## src/rtl/oven_pkg.sv

```systemverilog
// Shared definitions for the oven front end: channel FSM states, default timing,
// and channel indices used by both this block and the oven controller.
package oven_pkg;

  typedef enum logic [1:0] {
    IDLE,
    PRESS_WAIT,
    HELD,
    RELEASE_WAIT
  } btn_state_e;

  localparam int unsigned DEF_NUM_BTN         = 5;
  localparam int unsigned DEF_DEBOUNCE_CYCLES = 1000000;   // 20 ms at 50 MHz
  localparam int unsigned DEF_REPEAT_DELAY    = 25000000;  // 0.5 s
  localparam int unsigned DEF_REPEAT_PERIOD   = 10000000;  // 0.2 s

  localparam int unsigned BTN_A = 0;
  localparam int unsigned BTN_B = 1;
  localparam int unsigned BTN_C = 2;
  localparam int unsigned BTN_D = 3;
  localparam int unsigned BTN_E = 4;

  function automatic int unsigned max3(input int unsigned a, input int unsigned b,
                                       input int unsigned c);
    int unsigned m;
    m = (a > b) ? a : b;
    return (m > c) ? m : c;
  endfunction

endpackage

```

## src/rtl/oven_debounce_channel.sv

```systemverilog
// One input channel: 2-flop synchronizer, debounce FSM, registered level/press/release.
// Auto-repeat of the press pulse is built only when OVEN_AUTO_REPEAT_EN is defined.
module oven_debounce_channel
  import oven_pkg::*;
#(
  parameter int unsigned DEBOUNCE_CYCLES = DEF_DEBOUNCE_CYCLES,
  parameter int unsigned REPEAT_DELAY    = DEF_REPEAT_DELAY,
  parameter int unsigned REPEAT_PERIOD   = DEF_REPEAT_PERIOD
) (
  input  logic clk,
  input  logic rst_n,
  input  logic raw_i,
  output logic level_o,
  output logic press_o,
  output logic release_o
);

  localparam int unsigned CW = $clog2(max3(DEBOUNCE_CYCLES, REPEAT_DELAY, REPEAT_PERIOD)) + 1;
  localparam logic [CW-1:0] DB_LAST = CW'(DEBOUNCE_CYCLES - 1);

  logic [1:0]    sync_q, sync_d;
  btn_state_e    state_q, state_d;
  logic [CW-1:0] cnt_q, cnt_d;
  logic          level_q, level_d;
  logic          press_q, press_d;
  logic          rel_q, rel_d;
  logic          s;
  logic [CW-1:0] cnt_inc;

  assign s       = sync_q[1];
  assign cnt_inc = (cnt_q == '1) ? cnt_q : cnt_q + CW'(1);

`ifdef OVEN_AUTO_REPEAT_EN
  logic [CW-1:0] rpt_q, rpt_d;
  logic          phase_q, phase_d;
  logic [CW-1:0] rpt_sat;
  logic [CW-1:0] rpt_target;

  // The repeat counter free-runs (saturating) in every state; phase selects
  // whether the next pulse is the initial delay or a periodic repeat.
  assign rpt_sat    = (rpt_q == '1) ? rpt_q : rpt_q + CW'(1);
  assign rpt_target = phase_q ? CW'(REPEAT_PERIOD) : CW'(REPEAT_DELAY);

  always_ff @(posedge clk or negedge rst_n) begin
    if (!rst_n) begin
      rpt_q   <= '0;
      phase_q <= 1'b0;
    end else begin
      rpt_q   <= rpt_d;
      phase_q <= phase_d;
    end
  end
`endif

  always_comb begin
    sync_d  = {sync_q[0], raw_i};
    state_d = state_q;
    cnt_d   = cnt_q;
    level_d = level_q;
    press_d = 1'b0;
    rel_d   = 1'b0;
`ifdef OVEN_AUTO_REPEAT_EN
    rpt_d   = rpt_sat;
    phase_d = phase_q;
`endif
    unique case (state_q)
      IDLE: begin
        cnt_d = '0;
        if (s) state_d = PRESS_WAIT;
      end
      PRESS_WAIT: begin
        if (!s) begin
          state_d = IDLE;
        end else if (cnt_q >= DB_LAST) begin
          state_d = HELD;
          level_d = 1'b1;
          press_d = 1'b1;
`ifdef OVEN_AUTO_REPEAT_EN
          rpt_d   = '0;
          phase_d = 1'b0;
`endif
        end else begin
          cnt_d = cnt_inc;
        end
      end
      HELD: begin
        if (!s) begin
          state_d = RELEASE_WAIT;
          cnt_d   = '0;
        end
`ifdef OVEN_AUTO_REPEAT_EN
        else if (rpt_sat >= rpt_target) begin
          press_d = 1'b1;
          rpt_d   = '0;
          phase_d = 1'b1;
        end
`endif
      end
      RELEASE_WAIT: begin
        if (s) begin
          state_d = HELD;
        end else if (cnt_q >= DB_LAST) begin
          state_d = IDLE;
          level_d = 1'b0;
          rel_d   = 1'b1;
        end else begin
          cnt_d = cnt_inc;
        end
      end
      default: state_d = IDLE;
    endcase
  end

  always_ff @(posedge clk or negedge rst_n) begin
    if (!rst_n) begin
      sync_q  <= '0;
      state_q <= IDLE;
      cnt_q   <= '0;
      level_q <= 1'b0;
      press_q <= 1'b0;
      rel_q   <= 1'b0;
    end else begin
      sync_q  <= sync_d;
      state_q <= state_d;
      cnt_q   <= cnt_d;
      level_q <= level_d;
      press_q <= press_d;
      rel_q   <= rel_d;
    end
  end

  assign level_o   = level_q;
  assign press_o   = press_q;
  assign release_o = rel_q;

endmodule

```

## src/rtl/oven_input_conditioner.sv

```systemverilog
// Conditions the raw A..E oven inputs into clean levels and press/release pulses.
// Optional auto-repeat of press pulses: define OVEN_AUTO_REPEAT_EN.
module oven_input_conditioner
  import oven_pkg::*;
#(
  parameter int unsigned NUM_BTN         = DEF_NUM_BTN,
  parameter int unsigned DEBOUNCE_CYCLES = DEF_DEBOUNCE_CYCLES,
  parameter int unsigned REPEAT_DELAY    = DEF_REPEAT_DELAY,
  parameter int unsigned REPEAT_PERIOD   = DEF_REPEAT_PERIOD
) (
  input  logic               clk,
  input  logic               rst_n,
  input  logic [NUM_BTN-1:0] btn_raw,
  output logic [NUM_BTN-1:0] btn_level,
  output logic [NUM_BTN-1:0] btn_press,
  output logic [NUM_BTN-1:0] btn_release
);

  for (genvar i = 0; i < NUM_BTN; i++) begin : g_ch
    oven_debounce_channel #(
      .DEBOUNCE_CYCLES (DEBOUNCE_CYCLES),
      .REPEAT_DELAY    (REPEAT_DELAY),
      .REPEAT_PERIOD   (REPEAT_PERIOD)
    ) u_ch (
      .clk       (clk),
      .rst_n     (rst_n),
      .raw_i     (btn_raw[i]),
      .level_o   (btn_level[i]),
      .press_o   (btn_press[i]),
      .release_o (btn_release[i])
    );
  end

endmodule
```

## config.mk

```make
export PLATFORM = sky130hd
export DESIGN_NAME = oven_input_conditioner
export DESIGN_NICKNAME = d
export VERILOG_FILES = /design/src/rtl/oven_pkg.sv /design/src/rtl/oven_debounce_channel.sv /design/src/rtl/oven_input_conditioner.sv
export SDC_FILE = /design/constraint.sdc
export NUM_CORES = 1
export LEC_CHECK = 0
export ABC_AREA = 1
export BUFFER_PORTS_ARGS = -buffer_cell sky130_fd_sc_hd__buf_2
export CAP_MARGIN = 20
export CORE_MARGIN = 2
export CORE_UTILIZATION = 64
export CTS_CLUSTER_DIAMETER = 30
export CTS_CLUSTER_SIZE = 10
export DETAILED_ROUTE_END_ITERATION = 10
export GPL_ROUTABILITY_DRIVEN = 0
export GPL_TIMING_DRIVEN = 0
export PLACE_DENSITY = 0.81
export SETUP_SLACK_MARGIN = 0.02
export SLEW_MARGIN = 20
export SYNTH_ARGS = -nofsm -noshare
export SYNTH_HDL_FRONTEND = slang
export SYNTH_HIERARCHICAL = 1
export SYNTH_SLANG_ARGS = --single-unit
```

## constraint.sdc

```tcl
create_clock -name clk -period 4.9 [get_ports clk]
set_clock_uncertainty 0.1 [all_clocks]
set_input_delay 0.735 -clock clk [delete_from_list [all_inputs] [get_ports clk]]
set_output_delay 0.735 -clock clk [all_outputs]
set_load 0.01 [all_outputs]
```

-- Word-level counts from Yosys, hierarchy flattened
Index checks and enable logic that the tools add are counted.
- bits in registers: 165
- output and inout port bits: 15
- logic and storage cells: 240
- add/sub/neg operators: 5
- magnitude comparators: 5
- equality and inequality tests: 60
- muxes and demuxes: 115
- reduce and logical (&&, ||, !) cells: 25
- operators with widths (kind ; number):
    two-way mux 26 bit ; 25
    one-hot mux 26 bit (4 select lines) ; 5
    adder 26 x 1 -> 26 bit (second input constant) ; 5
    == test 26 bit (second input constant) ; 5
    greater-or-equal comparator 26 x 20 -> 1 bit (second input constant) ; 5
    two-way mux 2 bit ; 30
    two-way mux 1 bit ; 45
    != test 2 x 1 -> 1 bit (second input constant) ; 20
    one-hot mux 2 bit (4 select lines) ; 5
    AND reduction 5 bit ; 5
    == test 2 bit (second input constant) ; 10
    != test 2 bit (second input constant) ; 10
    AND reduction 4 bit ; 5
    != test 3 x 1 -> 1 bit (second input constant) ; 5
    != test 3 bit (second input constant) ; 5
    AND reduction 3 bit ; 5
    == test 2 x 1 -> 1 bit (second input constant) ; 5
    logical NOT 2 bit ; 5
    one-hot mux 1 bit (2 select lines) ; 5
    nonzero test 2 bit ; 5

-- Longest topological paths before layout
Gate-level depths: netlist of run 1.
- depth in word-level cells: 5
- depth in mapped cells: 11
- gate-level depth less buffers: 10

-- Hierarchy
The synthesis of run 1 kept the hierarchy.
- modules (own cells, without submodules) (module ; times used ; cells an instance ; area an instance (um2)):
    oven_debounce_channel (g_ch[0].u_ch ...) ; 4 ; 279 ; 1961.9
    oven_debounce_channel (g_ch[4].u_ch) ; 1 ; 279 ; 1943.1

-- Least setup slack after synthesis of run 1
OpenSTA, ideal clock, no wires.
- path type: register -> register
- start: reg g_ch[0].u_ch.cnt_q[0]
- end: reg g_ch[0].u_ch.cnt_q[14]
- setup time: 0.117 ns
- data arrival time: 1.331 ns
- required time: 4.683 ns
- path slack: 3.352 ns
- cell stages (with the launch flop): 9
- path buffers: 0
- period minus slack after synthesis: 1.548 ns
- path through: dfrtp_1 -> ha_1 -> nand3_1 -> nor2_1 -> nand3_1 -> xor2_1 -> nor2_1 -> nand2_1 -> nand2_1
- word-level cells in the longest chain between the ends: 5
- elaborated cells between the ends (all ways): 8
- those cells by class: add/sub (1); order compare (1); eq/ne (1); mux (5)
- ends and longest elaborated chain (element ; line ; text):
    start, declared ; oven_debounce_channel.sv:23 ; logic [CW-1:0] cnt_q, cnt_d;
    start signal, assigned ; oven_debounce_channel.sv:125 ; cnt_q <= cnt_d;
    adder 26 x 1 -> 26 bit or == test 26 bit (tied branches) ; oven_debounce_channel.sv:31 ; assign cnt_inc = (cnt_q == '1) ? cnt_q : cnt_q + CW'(1);
    two-way mux 26 bit ; oven_debounce_channel.sv:31 ;
    two-way mux 26 bit * ; oven_debounce_channel.sv:74, oven_debounce_channel.sv:102 ;
    two-way mux 26 bit (on tied branches) ; oven_debounce_channel.sv:100, oven_debounce_channel.sv:72 ;
    one-hot mux 26 bit (4 select lines) * ; oven_debounce_channel.sv:66 ; unique case (state_q)
Mark *: on every way between the ends. The rest lies on a longest branch, timed or not. The select of a mux whose other input is x is not followed.
A chain may end at the register's enable or synchronous reset.

-- Final worst setup path of run 1
- start: reg g_ch[1].u_ch.cnt_q[0]
- end: reg g_ch[1].u_ch.cnt_q[14]
- word-level cells in the longest chain between the ends: 5
- elaborated cells between the ends (all ways): 8
- those cells by class: add/sub (1); order compare (1); eq/ne (1); mux (5)
- ends and longest elaborated chain (element ; line):
    start, declared ; oven_debounce_channel.sv:23
    start signal, assigned ; oven_debounce_channel.sv:125
    adder 26 x 1 -> 26 bit or == test 26 bit (tied branches) ; oven_debounce_channel.sv:31
    two-way mux 26 bit ; oven_debounce_channel.sv:31
    two-way mux 26 bit * ; oven_debounce_channel.sv:74, oven_debounce_channel.sv:102
    two-way mux 26 bit (on tied branches) ; oven_debounce_channel.sv:100, oven_debounce_channel.sv:72
    one-hot mux 26 bit (4 select lines) * ; oven_debounce_channel.sv:66
Marks and branches as above.

==> impl_metrics.tcl, run 1 <==
set metrics [dict create \
    grt_max_degree 102 \
    overflow 0 \
    h-tree-depth 4 \
    cts_hold_buf 0 \
    grt_first_pass_wirelength_um 34600 \
    nFillCells 1230 \
    outcome "finished clean" \
    core_area_mm2 0.0151 \
    synth_nets 1407 \
    finalSetupViolations 0 \
    min_path_type "in -> async" \
    antenna_cells 0 \
    cap_violations 0 \
    synth_top_family_by_area "simple AND/OR/NAND/NOR gates" \
    cts.path.max_buffers 2 \
    ioPinCount 22 \
    drv_slew 0 \
    rsz0062_at_grt "no" \
    yosysTopAreaCellShare_pct 42.2 \
    routed_via_density 5.18 \
    start_util_pct 64.9 \
    drive_gt1_share_pct 10.1 \
    clock.fmax_ghz 0.520 \
    fp.dieW_um 128 \
    grt_pass1_vias 7556 \
    cts-resized-gates 0 \
    clkLatencyLatePin_ns 0.43 \
    synth_top_area_cell "dfrtp_1" \
    wl_um 20200 \
    syn_to_final_growth_pct 9.96 \
    cts.clk_slew.worst_paths_ns 0.06 \
    root_buffer "clkbuf_16" \
    yosys_warnings 6 \
    cts_tree "done" \
    numClockSinks 165 \
    drt_iter0_drc 653 \
    synth_seq_cells 165 \
    arrival_ns 2.19 \
    synthXorXnorAreaFrac_pct 6.26 \
    crit_path_start_kind "flip-flop" \
    powerDensity_mw_per_mm2 271 \
    worstSetupPathType "reg -> reg" \
    final.min_clock_period_ns 1.92 \
    antenna_found_initial 0 \
    synthMuxAreaShare_pct 0 \
    synthCells 1395 \
    portBuffers 21 \
    dp_hpwl_um 14200 \
    grt_usage_pct 26.0 \
    synth_area_leaders "dfrtp_1, nand2_1, nor2_1, nand3_1, xor2_1" \
    cp.required_ns 5.16 \
    rows 45 \
    synthAdderAreaFrac_pct 0.639 \
    synthSimpleGateAreaFrac_pct 41.7 \
    final_nets 1448 \
    r2r_cells 8 \
    slew_headroom_pct 64.5 \
    post_cts_buffers 0 \
    endpoint_kind "flip-flop" \
    synth_compound_area_share_pct 1.90 \
    synth-seq-area-share_pct 42.2 \
    p_leak_nw 5.21 \
    p_total_mw 2.92 \
    die_h_um 128 \
    first_pass_iters 7 \
    vias 8472 \
    tns_ns 0 \
    finalHoldViolCount 0 \
    syn-cell-area_mm2 0.00979 \
    syn_avg_cell_area_um2 7.02 \
    worst_pin_slew_ns 0.532 \
    drcViolationCount 0 \
    numCtsBuffers 17 \
    yosys.cell_types.count 25 \
    crit_fanout 7 \
    finalCritPeriodShare_pct 39.3 \
    detail-route-antenna-nets 0 \
    drt-wirelength-per-cell_um 12.3 \
    dieArea_mm2 0.0163 \
    vdd_drop_max_v 0.000264 \
]
-- routing by layer --
layer | GRT usage [%] | part of all wire [%]
met1 | 37.4 | 50
met2 | 40.9 | 46
met3 | 4.92 | 3.9
met4 | 6.46 | 0.82
met5 | 0 | 0
-- critical path, stage by stage, from the launching register on --
cell,delay (ns)
dfrtp_1,0.49
ha_1,0.30
nand3_1,0.16
nor2_1,0.25
nand3_1,0.15
xor2_1,0.17
nor2_1,0.11
nand2_1,0.07
nand2_1,0.06
-- registers in the layout (all words and copies together) (netlist names), named ones only --
name	cells
g_ch.u_ch/release_o	5
g_ch.u_ch/cnt_q	130
g_ch.u_ch/level_o	5
g_ch.u_ch/press_o	5
g_ch.u_ch/sync_q	10
g_ch.u_ch/state_q	5
-- cells in the mapped netlist --
cell      instances
nor2_1          242
o21ai_0          10
clkbuf_1         15
buf_4            10
dfrtp_1         165
o21ai_1           5
nand2_2          16
nand2_4           5
xor2_1           54
nor3_2            4
a21oi_2           5
nand3_1         168
nor2_2           30
xnor2_1          16
ha_1              5
buf_6            10
or2_2             5
nand3_2           5
a21boi_0          5
nor3_1            6
a21oi_1           6
inv_1           120
buf_2             5
nand4_1           9
nand2_1         474
-- cell families after synthesis --
kind of cell,after synthesis
adders and majority gates,5
and+or+nand+nor,964
buffers and inverters,160
DFF,165
xor gates and xnor gates,70
AOI/OAI and AO/OA,31
-- layout by cell type (no fill, tap or decap), drive strengths merged, types with 9 or more instances in the layout --
master | netlist | layout
nor3 | 10 | 10
nand3 | 173 | 173
xnor2 | 16 | 16
nor2 | 272 | 272
clkbuf | 15 | 37
nand2 | 495 | 495
a21oi | 11 | 11
nand4 | 9 | 9
o21ai | 15 | 15
xor2 | 54 | 54
inv | 120 | 121
buf | 25 | 47
dfrtp | 165 | 165
-- per-stage QoR --
| stage | setup WS, ns | cell area (µm²) | util, % | hold WS (ns) | std cells |
|---|---|---|---|---|---|
| CTS | 3.01 | 10800 | 71.3 | 0.146 | 1637 |
| global placement | 0.548 | 10100 | 67.1 | 0.231 | 1604 |
| global route | 2.84 | 10800 | 71.3 | 0.175 | 1637 |
| floorplan | 3.35 | 9790 | - | 0.231 | 1395 |
| finish | 2.98 | 10800 | 71.3 | 0.140 | 1637 |
| detailed placement | 3.02 | 10200 | 67.4 | 0.236 | 1605 |
-- power by group --
part,internal [mW],switching (mW)
clock network,0.794,0.544
registers,1.38,0.0297
logic,0.0496,0.119
total,2.23,0.693
-- cell type report --
| cell class | count | area, µm² | share of cell area, % |
|---|---|---|---|
| sequential | 165 | 4130 | 38.4 |
| tap | 188 | 235 | 2.19 |
| clock inverter | 10 | 123 | 1.14 |
| multi-input combinational | 1070 | 4940 | 45.9 |
| buffer | 40 | 269 | 2.50 |
| timing repair buffer | 22 | 143 | 1.32 |
| inverter | 120 | 450 | 4.18 |
| clock buffer | 22 | 474 | 4.40 |
-- path summary, 6_finish.rpt --
kind                                        start  slack, ns                endpoint
max in group asynchronous                   rst_n       3.75  g_ch[3].u_ch/cnt_q[11]
setup reg to reg            g_ch[1].u_ch/cnt_q[0]       2.98  g_ch[1].u_ch/cnt_q[14]
hold reg to reg            g_ch[0].u_ch/sync_q[0]       0.25  g_ch[0].u_ch/sync_q[1]
hold / removal                              rst_n       0.14   g_ch[2].u_ch/cnt_q[7]
min in group clk           g_ch[0].u_ch/sync_q[0]       0.25  g_ch[0].u_ch/sync_q[1]
setup / recovery            g_ch[1].u_ch/cnt_q[0]       2.98  g_ch[1].u_ch/cnt_q[14]
Power figures use the tool's default switching activity.
==> run 2: changes to the inputs <==
Settings changed: CORE_UTILIZATION 64 to 63, PLACE_DENSITY 0.81 to 0.8.
Clock period 4.9 ns to 1.93 ns, I/O delays scaled along.
==> impl_metrics.tcl, run 2 (synthesis gave the netlist of run 1 again) <==
set metrics [dict create \
    outcome "finished clean" \
    seq_area_mm2 0.00414 \
    drv_slew 0 \
    die_h_um 129 \
    crit-reg2reg-launch "g_ch[3].u_ch/cnt_q[0]" \
    mostFrequentLayoutCells "nand2_1, nor2_1, nand3_1, dfrtp_1, inv_1" \
    drcViolationCount 0 \
    vias 8548 \
    p_total_mw 7.41 \
    cap_violations 0 \
    syn_to_final_growth_pct 10.8 \
    rows 45 \
    r2r_cells 8 \
    first_pass_iters 5 \
    post_cts_buffers 0 \
    final_nets 1454 \
    cts_tree "done" \
    reg2reg_to "g_ch[3].u_ch/cnt_q[14]" \
    vdd_drop_max_v 0.000673 \
    fp.dieW_um 129 \
    numCtsBuffers 17 \
    start_util_pct 64.4 \
    portBuffers 21 \
    top_register "g_ch.u_ch/cnt_q" \
    clock.fmax_ghz 0.557 \
    h-tree-depth 4 \
    crit_path_start_kind "flip-flop" \
    largest_register_ffs 130 \
    powerDensity_mw_per_mm2 683 \
    grt_max_degree 94 \
    arrival_ns 2.01 \
    hold_end "g_ch[1].u_ch/sync_q[1]" \
    drive_gt1_share_pct 11.0 \
    rsz0062_at_grt "no" \
    drt-wirelength-per-cell_um 12.1 \
    grt_pass1_vias 7850 \
    setup_ws_ns 0.135 \
    root_buffer "clkbuf_16" \
    worstSetupPathType "reg -> reg" \
    drt_iter0_drc 673 \
    fin_util_pct 71.4 \
    finalCritPeriodShare_pct 93.0 \
    nFillCells 1230 \
    grt_usage_pct 25.4 \
    final.min_clock_period_ns 1.80 \
    reg.largest.list "g_ch.u_ch/cnt_q: 130 flops, g_ch.u_ch/sync_q: 10 flops" \
    cp.required_ns 2.14 \
    multi_input_area_mm2 0.00496 \
    clkLatencyLatePin_ns 0.42 \
    dp_hpwl_um 14000 \
    antenna_found_initial 0 \
    ioPinCount 22 \
    worst_pin_slew_ns 0.538 \
    endpoint_kind "flip-flop" \
    numClockSinks 165 \
    pre_cts_ws_ns 0.0354 \
    routed_via_density 5.20 \
    wl_um 19900 \
    reg2reg_slack_ns 0.13 \
    final_common_cell "nand2_1" \
    slew_headroom_pct 64.1 \
    finalSetupViolations 0 \
    whs_path_depth 0 \
    crit_fanout 7 \
    core_area_mm2 0.0152 \
    p_leak_nw 5.22 \
    cts.path.max_buffers 2 \
    hold_path_startpoint "g_ch[1].u_ch/sync_q[0]" \
    grt_first_pass_wirelength_um 34600 \
    overflow 0 \
    antenna_cells 0 \
    dieArea_mm2 0.0166 \
    cts.clk_slew.worst_paths_ns 0.06 \
    finalHoldViolCount 0 \
    min_path_type "reg -> reg" \
    detail-route-antenna-nets 0 \
]
run 2: layer usage:
layer / global-route usage [%] / routed length (µm) / part of all wire [%] / up-vias
met5: 0 / 0 / 0 / -
met4: 7.42 / 311 / 1.6 / 0
met3: 4.95 / 663 / 3.3 / 24
met2: 42.5 / 9610 / 48 / 173
met1: 33.9 / 9330 / 47 / 3945
li1: - / - / - / 4406
run 2: stage by stage:
stage | cells | area [µm²] | hold slack (ns) | setup TNS (ns)
CTS | 1643 | 10800 | 0.250 | 0
global placement | 1604 | 10100 | 0.236 | -322.99
global route | 1643 | 10900 | 0.257 | 0
floorplan | 1395 | 9790 | -0.106 | 0
detailed placement | 1605 | 10200 | 0.186 | 0
finish | 1643 | 10900 | 0.248 | 0
run 2: repair_timing:
item                       in CTS  in global routing
hold buffers                    6                  0
setup endpoints to repair       2                 21
gates resized for setup         2                 12
hold endpoints to repair       77                  0
pin swaps                       0                  0
run 2: area by class of cell:
class / count / area share, %
inverters: 120 / 4.15
clock buffers: 23 / 4.40
clock inverters: 9 / 1.07
multi-input cells: 1070 / 45.8
repair buffers: 28 / 1.87
plain buffers: 40 / 2.48
flip-flops and latches: 165 / 38.1
well taps: 188 / 2.17
run 2: worst max-delay path by stage:
stage	end	startpoint	slack [ns]	cells past startpoint
after floorplan	g_ch[0].u_ch/cnt_q[14]	g_ch[0].u_ch/cnt_q[0]	0.38	8
after global placement	g_ch[3].u_ch/sync_q[1]	rst_n	-1.97	1
after detailed placement	g_ch[2].u_ch/cnt_q[14]	g_ch[2].u_ch/cnt_q[0]	0.04	8
after CTS	g_ch[2].u_ch/cnt_q[16]	g_ch[2].u_ch/cnt_q[0]	0.04	9
after global routing	g_ch[3].u_ch/cnt_q[16]	g_ch[3].u_ch/cnt_q[0]	0.02	9
final	g_ch[3].u_ch/cnt_q[14]	g_ch[3].u_ch/cnt_q[0]	0.13	8
run 2: critical path: stages, from the launching register on:
cell and delay, ns:
dfrtp_2 0.42, ha_2 0.25, nand3_1 0.20, nor2_2 0.23, nand3_1 0.14, xor2_1 0.17
nor2_1 0.06, nand2_1 0.07, nand2_1 0.05
run 2: report_power, final:
part           switching (mW)  total (mW)  leakage (nW)  internal, mW
combinational           0.303       0.440          2.68         0.137
clock                    1.36        3.38         0.289          2.03
sequential             0.0788        3.59          2.25          3.51
total                    1.74        7.41          5.22          5.68
